## config.mk

```make
export PLATFORM = sky130hd
export DESIGN_NAME = alu_op_issue
export DESIGN_NICKNAME = d
export VERILOG_FILES = /design/src/rtl/alu_op_issue.sv
export SDC_FILE = /design/constraint.sdc
export NUM_CORES = 1
export LEC_CHECK = 0
export ABC_AREA = 1
export BUFFER_PORTS_ARGS = -buffer_cell sky130_fd_sc_hd__buf_2
export CORE_UTILIZATION = 45
export CTS_BUF_LIST = sky130_fd_sc_hd__clkbuf_2
export CTS_CLUSTER_DIAMETER = 120
export DETAILED_ROUTE_END_ITERATION = 6
export HOLD_SLACK_MARGIN = 0.03
export PLACE_DENSITY = 0.86
export SYNTH_ARGS = -nofsm -noshare
export SYNTH_HDL_FRONTEND = slang
export SYNTH_SLANG_ARGS = --single-unit
```

## constraint.sdc

```tcl
create_clock -name Clk -period 2.1 [get_ports Clk]
set_clock_uncertainty 0.2 [all_clocks]
set_input_delay 0.21 -clock Clk [delete_from_list [all_inputs] [get_ports Clk]]
set_output_delay 0.21 -clock Clk [all_outputs]
set_load 0.005 [all_outputs]
```

## src/rtl/alu_op_issue.sv

```systemverilog
// alu_op_issue
//   Decode/issue stage that feeds the EX-stage ALU of the five-stage MIPS
//   pipeline. The D-stage instruction is decoded into an ALU opcode, a
//   constant shift amount and the two operands, and all of them are
//   registered into the D->E pipeline register one cycle later. The
//   register honours the hazard unit's stall and flush requests. A
//   saturating counter tracks how many cycles the E stage carried a bubble.
//
// Ports
//   Clk        rising-edge clock
//   Reset      synchronous, active-high reset
//   Instr_D    D-stage instruction word
//   RS_D       GPR[rs] value, already forwarded
//   RT_D       GPR[rt] value, already forwarded
//   Valid_D    Instr_D holds a real instruction
//   Stall      hold the E register
//   Flush      insert a bubble into E
//   A_E        ALU operand A
//   B_E        ALU operand B
//   ALUOp_E    ALU opcode
//   S_E        constant shift amount
//   Valid_E    E-stage command is real
//   Illegal_E  E-stage instruction could not be decoded
//   BubbleCnt  cycles with Valid_E==0 since reset, saturating
module alu_op_issue #(
  parameter int CNT_W = 16
) (
  input  logic             Clk,
  input  logic             Reset,
  input  logic [31:0]      Instr_D,
  input  logic [31:0]      RS_D,
  input  logic [31:0]      RT_D,
  input  logic             Valid_D,
  input  logic             Stall,
  input  logic             Flush,
  output logic [31:0]      A_E,
  output logic [31:0]      B_E,
  output logic [5:0]       ALUOp_E,
  output logic [4:0]       S_E,
  output logic             Valid_E,
  output logic             Illegal_E,
  output logic [CNT_W-1:0] BubbleCnt
);

  // ALU opcode encoding understood by the EX stage
  localparam logic [5:0] OP_ADD  = 6'd0;
  localparam logic [5:0] OP_SUB  = 6'd1;
  localparam logic [5:0] OP_AND  = 6'd2;
  localparam logic [5:0] OP_OR   = 6'd3;
  localparam logic [5:0] OP_XOR  = 6'd4;
  localparam logic [5:0] OP_SLL  = 6'd5;
  localparam logic [5:0] OP_SRL  = 6'd6;
  localparam logic [5:0] OP_SRA  = 6'd7;
  localparam logic [5:0] OP_LUI  = 6'd8;
  localparam logic [5:0] OP_SRAV = 6'd9;
  localparam logic [5:0] OP_PASS = 6'd11;

  logic [5:0]  opcode;
  logic [5:0]  funct;
  logic [4:0]  shamt;
  logic [31:0] imm_se;
  logic [31:0] imm_ze;

  logic [31:0] dec_a;
  logic [31:0] dec_b;
  logic [5:0]  dec_op;
  logic [4:0]  dec_s;
  logic        dec_illegal;

  logic        next_valid;

  assign opcode = Instr_D[31:26];
  assign funct  = Instr_D[5:0];
  assign shamt  = Instr_D[10:6];
  assign imm_se = {{16{Instr_D[15]}}, Instr_D[15:0]};
  assign imm_ze = {16'h0000, Instr_D[15:0]};

  // Instruction decode. Every field the table does not name stays zero, and
  // an undecodable word becomes "pass B" with zero operands so that a
  // stray illegal instruction can never produce a meaningful ALU result.
  always_comb begin
    dec_a       = '0;
    dec_b       = '0;
    dec_op      = OP_PASS;
    dec_s       = '0;
    dec_illegal = 1'b0;
    unique case (opcode)
      6'h00: begin
        unique case (funct)
          6'h21: begin dec_op = OP_ADD;  dec_a = RS_D; dec_b = RT_D; end
          6'h23: begin dec_op = OP_SUB;  dec_a = RS_D; dec_b = RT_D; end
          6'h24: begin dec_op = OP_AND;  dec_a = RS_D; dec_b = RT_D; end
          6'h25: begin dec_op = OP_OR;   dec_a = RS_D; dec_b = RT_D; end
          6'h26: begin dec_op = OP_XOR;  dec_a = RS_D; dec_b = RT_D; end
          6'h00: begin dec_op = OP_SLL;  dec_b = RT_D; dec_s = shamt; end
          6'h02: begin dec_op = OP_SRL;  dec_b = RT_D; dec_s = shamt; end
          6'h03: begin dec_op = OP_SRA;  dec_b = RT_D; dec_s = shamt; end
          6'h07: begin dec_op = OP_SRAV; dec_a = RS_D; dec_b = RT_D; end
          default: dec_illegal = 1'b1;
        endcase
      end
      6'h09: begin dec_op = OP_ADD; dec_a = RS_D; dec_b = imm_se; end
      6'h0C: begin dec_op = OP_AND; dec_a = RS_D; dec_b = imm_ze; end
      6'h0D: begin dec_op = OP_OR;  dec_a = RS_D; dec_b = imm_ze; end
      6'h0E: begin dec_op = OP_XOR; dec_a = RS_D; dec_b = imm_ze; end
      6'h0F: begin dec_op = OP_LUI; dec_b = imm_ze; end
      6'h23, 6'h2B: begin dec_op = OP_ADD; dec_a = RS_D; dec_b = imm_se; end
      6'h04: begin dec_op = OP_SUB; dec_a = RS_D; dec_b = RT_D; end
      default: dec_illegal = 1'b1;
    endcase
    // Undecodable words must not leak partial operands from the decode above
    if (dec_illegal) begin
      dec_op = OP_PASS;
      dec_a  = '0;
      dec_b  = '0;
      dec_s  = '0;
    end
  end

  // Valid_E as it will be after the coming edge, used by the bubble counter
  // so that stall-held bubbles are counted as well as fresh ones.
  always_comb begin
    next_valid = Valid_D;
    if (Flush) begin
      next_valid = 1'b0;
    end else if (Stall) begin
      next_valid = Valid_E;
    end
  end

  // D->E pipeline register. A not-valid D instruction loads the same clean
  // bubble as a flush, so E never carries stale operands for a bubble.
  always_ff @(posedge Clk) begin
    if (Reset) begin
      A_E       <= '0;
      B_E       <= '0;
      ALUOp_E   <= '0;
      S_E       <= '0;
      Valid_E   <= 1'b0;
      Illegal_E <= 1'b0;
    end else if (Flush || (!Stall && !Valid_D)) begin
      A_E       <= '0;
      B_E       <= '0;
      ALUOp_E   <= '0;
      S_E       <= '0;
      Valid_E   <= 1'b0;
      Illegal_E <= 1'b0;
    end else if (!Stall) begin
      A_E       <= dec_a;
      B_E       <= dec_b;
      ALUOp_E   <= dec_op;
      S_E       <= dec_s;
      Valid_E   <= 1'b1;
      Illegal_E <= dec_illegal;
    end
  end

  // Saturating bubble counter; only reset clears it
  always_ff @(posedge Clk) begin
    if (Reset) begin
      BubbleCnt <= '0;
    end else if (!next_valid && (BubbleCnt != {CNT_W{1'b1}})) begin
      BubbleCnt <= BubbleCnt + 1'b1;
    end
  end

endmodule
```

### Yosys cells after proc, flatten, opt, wreduce, memory -nomap -nowiden

Index checks and enable logic that the tools add are counted.

* flip-flop bits (word level): 93
* input port bits: 101
* output and inout port bits: 93

* add/subtract/negate cells: 1
* equality and inequality tests: 17
* multiplexer cells: 16
* reduce and logical (&&, ||, !) cells: 16

Operators by type and width (count)
* $mux W32: 4
* $pmux W32 S4: 1
* $pmux W32 S2: 1
* $eq A6 B6 Y1 const B: 7
* $pmux W4 S9: 1
* $eq A6 B4 Y1 const B: 5
* $pmux W4 S7: 1
* $add A16 B1 Y16 const B: 1
* $ne A16 B16 Y1 const B: 1
* $mux W5: 3
* $eq A6 B2 Y1 const B: 2
* $eq A6 B3 Y1 const B: 2
* $logic_not A6 Y1: 2
* $reduce_or A9 Y1: 1
* $reduce_or A8 Y1: 1
* $reduce_or A7 Y1: 1
* $mux W6: 1
* $reduce_or A3 Y1: 2
* $reduce_or A6 Y1: 1
* $reduce_or A4 Y1: 1
* $logic_not A1 Y1: 3
* $mux W1: 3
* $logic_and A1 B1 Y1: 2
* $pmux W1 S2: 1
* 2 further kinds: 2

### Longest topological paths before layout

* depth after elaboration: 5
* depth in mapped cells: 11

### Worst setup path after synthesis

OpenSTA, ideal clock, no wires.

* path type: register to register
* start: reg BubbleCnt[0]
* end: reg BubbleCnt[2]
* setup time: 0.115 ns
* arrival: 1.419 ns
* data required time: 1.785 ns
* path slack: 0.365 ns
* stages on the path, launching flop included: 9
* buffers on the path: 1
* clock period less this slack: 1.735 ns
* cell sequence: dfxtp_1 > ha_1 > nand3_1 > nor2_1 > nand3_1 > nand2_1 > buf_2 > o21ai_0 > and3_1

* cells in the longest elaborated chain, start to end: 2
* elaborated cells on any way between the ends: 3
* those cells by class: add/sub (1); eq/ne (1); reduce/logical (1)

RTL lines
* from (decl): line 42 `output logic [CNT_W-1:0] BubbleCnt`
* from (signal assigned): line 163 `BubbleCnt <= BubbleCnt + 1'b1;`
* parallel branches: the longest is 2 deep, another holds $add A16 B1 Y16

Parallel ways; which one is timed is not known.
A chain may end at the register's enable or synchronous reset.

### Final worst setup path

* start: in Instr_D[30]
* end: reg ALUOp_E[2]

* cells in the longest elaborated chain, start to end: 4
* elaborated cells on any way between the ends: 14
* those cells by class: eq/ne (8); mux (3); reduce/logical (3)

RTL lines
* from (decl): line 30 `input logic [31:0] Instr_D,`
* $eq A6 B6 Y1 (tied with other cells): line 87 `unique case (opcode)`
* $reduce_or A3 Y1 (no line) / $reduce_or A8 Y1 (equally long branches)
* $pmux W4 S7 / $pmux W1 S2 (equally long branches): line 87
* $mux W6 (*): line 112 `if (dec_illegal) begin`
* to (signal assigned): line 151 `ALUOp_E <= dec_op;`
* to (decl): line 38 `output logic [5:0] ALUOp_E,`

Mark *: on every way between the ends. The rest lies on a longest branch, timed or not.

==> summary.md <==
| Metric | Value |
|---|---|
| Maximum clock insertion buffer count | 2 |
| CP endpoint kind | register |
| Total net switching power | 0.000919 W |
| Pre-CTS setup slack | 0.129 ns |
| Area Growth Syn to Fin | 45.9% |
| DRT Pass-1 Iters | 7 |
| Distinct cell type count after synthesis | 32 |
| HPWL Detailed | 10.1 mm |
| Initial drt markers | 610 |
| CP bufs+invs | 5 |
| Gpl congestion | 0.908 |
| Sw Ratio | between 20% and 30% |
| Vias in the first global route | 6244 |
| Ports | 194 |
| Post-synthesis sequential area ratio | 36.3% |
| Endpoints failing hold | 0 |
| MaxCap Viol Count | 0 |
| Worst-case reg-to-reg path depth | 9 |
| # diodes | 0 |
| Initial antenna violation count | 0 |
| Largest net degree at the start of global routing | 76 |
| Syn. warnings | 0 |
| Clock slew at reported path FFs | 0.23 ns |
| Worst VDD drop | 0.000274 V |
| CTS Buf Count | 9 |
| Pwr Density | 437 nW/um2 |
| Die outline height | 108 um |
| Slowest stage delay, CP | 0.59 ns |
| Worst skew pair latency | 0.57 ns |
| Grt total ovfl | 0 |
| Total GRT Usage | 30.3% |
| CP max FO | 17 |
| Initial core utilization | 46.3% |
| DR DRC count | 1 |
| Filler cells | 867 |
| Failing checks | design-rule violations |
| I/O Buffers | 181 |
| Internal | 0.00228 W |
| Worst slew margin | 55.6% |
| Worst Tran Pin Value | 0.666 ns |
| Final #Nets | 1172 |
| Remaining antenna violation count | 0 |
| TritonCTS clock tree | done |
| Crit-path most repeated cell | dlygate4sd3_1 |
| Post-Syn Area | 5010 um2 |
| Status | finished, violations left |
| Number of synthesized register bits | 91 |
| Peak Freq | roughly 480 MHz |
| Via count | 6543 |
| Pleak | 3.44 nW |
| TNS Setup | 0 ns |
| Via density per instance | between 5 and 6 |
| Final period util | 98.9% |
| Clk sinks | 91 |
| Layout cells sized above 1 | 22.3% |
| Comb pwr share | 18.3% |
| WL final | 17.8 mm |
| Worst path required time | 2.42 ns |
| Crit path max-delay family | buffers and inverters |
| H-tree depth | 3 |
| RSZ-0062 raised after global routing | no |
| Fin crit period | 2.08 ns |
| DR WL/cell | 14.7 um |
| First-pass GRT wire length | 28.0 mm |
| Hold crit path type | input port to register |
| # rows | 38 |
| Critical Path AT | between 2 and 2.5 ns |
| Die Wd | roughly 110 um |
| Stages on worst setup path | 11 |
| Mean Syn Cell Area | 6.30 um2 |
| Post-Synthesis Cells | roughly 800 |
| Slowest stage cell, crit path | dlygate4sd3_1 |
| Root Buffer | clkbuf_2 |
| Die area | 11600 um2 |
| Core outline area | approximately 11000 um2 |
| Worst Setup Slack, final | approximately 0.023 ns |
| Commonest non-fill, non-tap cell in the layout | nand2_1 |
| CP Launch Type | input port |
| Reg power frac | 55.1% |
| Slew Limit Fails | 0 |
| Final setup violation count | 0 |
| CP Cell Sequence | buf_2 -> nor2_4 -> nand3_2 -> clkinv_2 -> buf_6 -> nand3_1 -> dlygate4sd3_1 -> o21ai_1 -> dlygate4sd3_1 -> nand2_1 -> a21oi_1 |
| Clock Power Share | 26.6% |
| Most frequent cells in the layout | nand2_1 (277), buf_2 (181), dlygate4sd3_1 (117) |
| Hold Path Stages | 6 |
| Crit Path Category | input port to register |
-- synthesized netlist by cell type --
library cell,n,area [um2]
nand2_1,278,1040
nand3_1,116,581
a21oi_1,98,490
dfxtp_1,91,1820
nor2_1,51,191
inv_1,44,165
clkbuf_1,20,75.1
buf_2,18,90.1
buf_4,11,82.6
o21ai_0,11,55.1
inv_2,8,30.0
nand4_1,8,50.1
nor3_1,5,25.0
xor2_1,4,35.0
nand2_4,3,33.8
nand3_2,3,30.0
nand4_2,3,37.5
nor2_2,3,18.8
o21ai_1,3,15.0
a31oi_1,2,12.5
and3_1,2,12.5
buf_1,2,7.51
nand3b_1,2,15.0
nor2_4,2,22.5
a41oi_1,1,8.76
clkinv_2,1,5.00
conb_1,1,3.75
ha_1,1,12.5
nand4_4,1,21.3
o21bai_1,1,7.51
o22ai_1,1,6.26
xnor2_1,1,8.76
-- stage by stage --
stage / total power (W) / hold WS [ns] / cell area, um2 / util [%] / cells
after floorplan: 0.00202 / 0.178 / 5020 / - / 797
after global placement: 0.00220 / 0.245 / 6000 / 55.3 / 1079
after detailed placement: 0.00221 / 0.249 / 6000 / 55.3 / 1079
after CTS: 0.00319 / 0.0377 / 7260 / 67.0 / 1210
after global routing: 0.00334 / 0.0831 / 7310 / 67.5 / 1213
final: 0.00320 / 0.0850 / 7310 / 67.5 / 1213
-- cells by family after synthesis --
kind of cell,count (synthesis),share of synthesized area (%)
and+or+nand+nor,477,41.5
adders and majority gates,1,0.249
other,1,0.0748
DFF,91,36.3
buffers and inverters,104,9.08
xor gates and xnor gates,5,0.873
AOI/OAI and AO/OA,117,11.9
-- layout make-up --
type,count,area [um2],area share [%]
Clock inverter,4,43.8,0.599
Inverter,53,203,2.77
Multi-Input combinational cell,603,2770,37.9
Sequential cell,91,1820,24.9
Tap cell,140,175,2.39
Timing Repair Buffer,312,2250,30.7
Clock buffer,10,50.0,0.684
-- power groups by stage --
| stage | combinational [W] | sequential [W] | clock, W |
|---|---|---|---|
| after floorplan | 0.000223 | 0.00179 | 0 |
| after global placement | 0.000408 | 0.00179 | 0 |
| after detailed placement | 0.000415 | 0.00179 | 0 |
| after CTS | 0.000552 | 0.00176 | 0.000875 |
| after global routing | 0.000631 | 0.00177 | 0.000942 |
| final | 0.000586 | 0.00176 | 0.000849 |
-- state kept, by name, summed over array words and instances, names as in the netlist --
name	flops
Valid_E	1
B_E	32
A_E	32
Illegal_E	1
S_E	5
BubbleCnt	16
ALUOp_E	4
-- worst paths after layout --
kind	endpoint	slack (ns)	start
worst min-delay path	ALUOp_E[3]	0.09	Instr_D[31]
worst max-delay path	ALUOp_E[2]	0.02	Instr_D[30]
worst max register to register	BubbleCnt[6]	0.16	BubbleCnt[0]
worst min register to register	BubbleCnt[0]	0.27	BubbleCnt[0]
-- what timing repair did --
item	4_1_cts	5_1_grt
endpoints found under the hold margin	90	0
gates resized for setup	0	7
setup buffers	0	2
endpoints found under the setup margin	0	41
hold buffers	117	0
-- routing by layer --
metal / global-route usage (%) / vias up / part of all wire [%]
met5: 0 / - / 0
met4: 18.2 / 0 / 4.0
met3: 5.51 / 80 / 9.0
met2: 52.7 / 391 / 48
met1: 34.3 / 2953 / 39
li1: - / 3119 / -
-- worst min-delay path: stages --
cell and delay, ns:
buf_2 0.13, nand3_2 0.13, nand4_1 0.10, nand3_1 0.15, o21ai_0 0.09, inv_1 0.05
(Power assumes the default switching activity.)
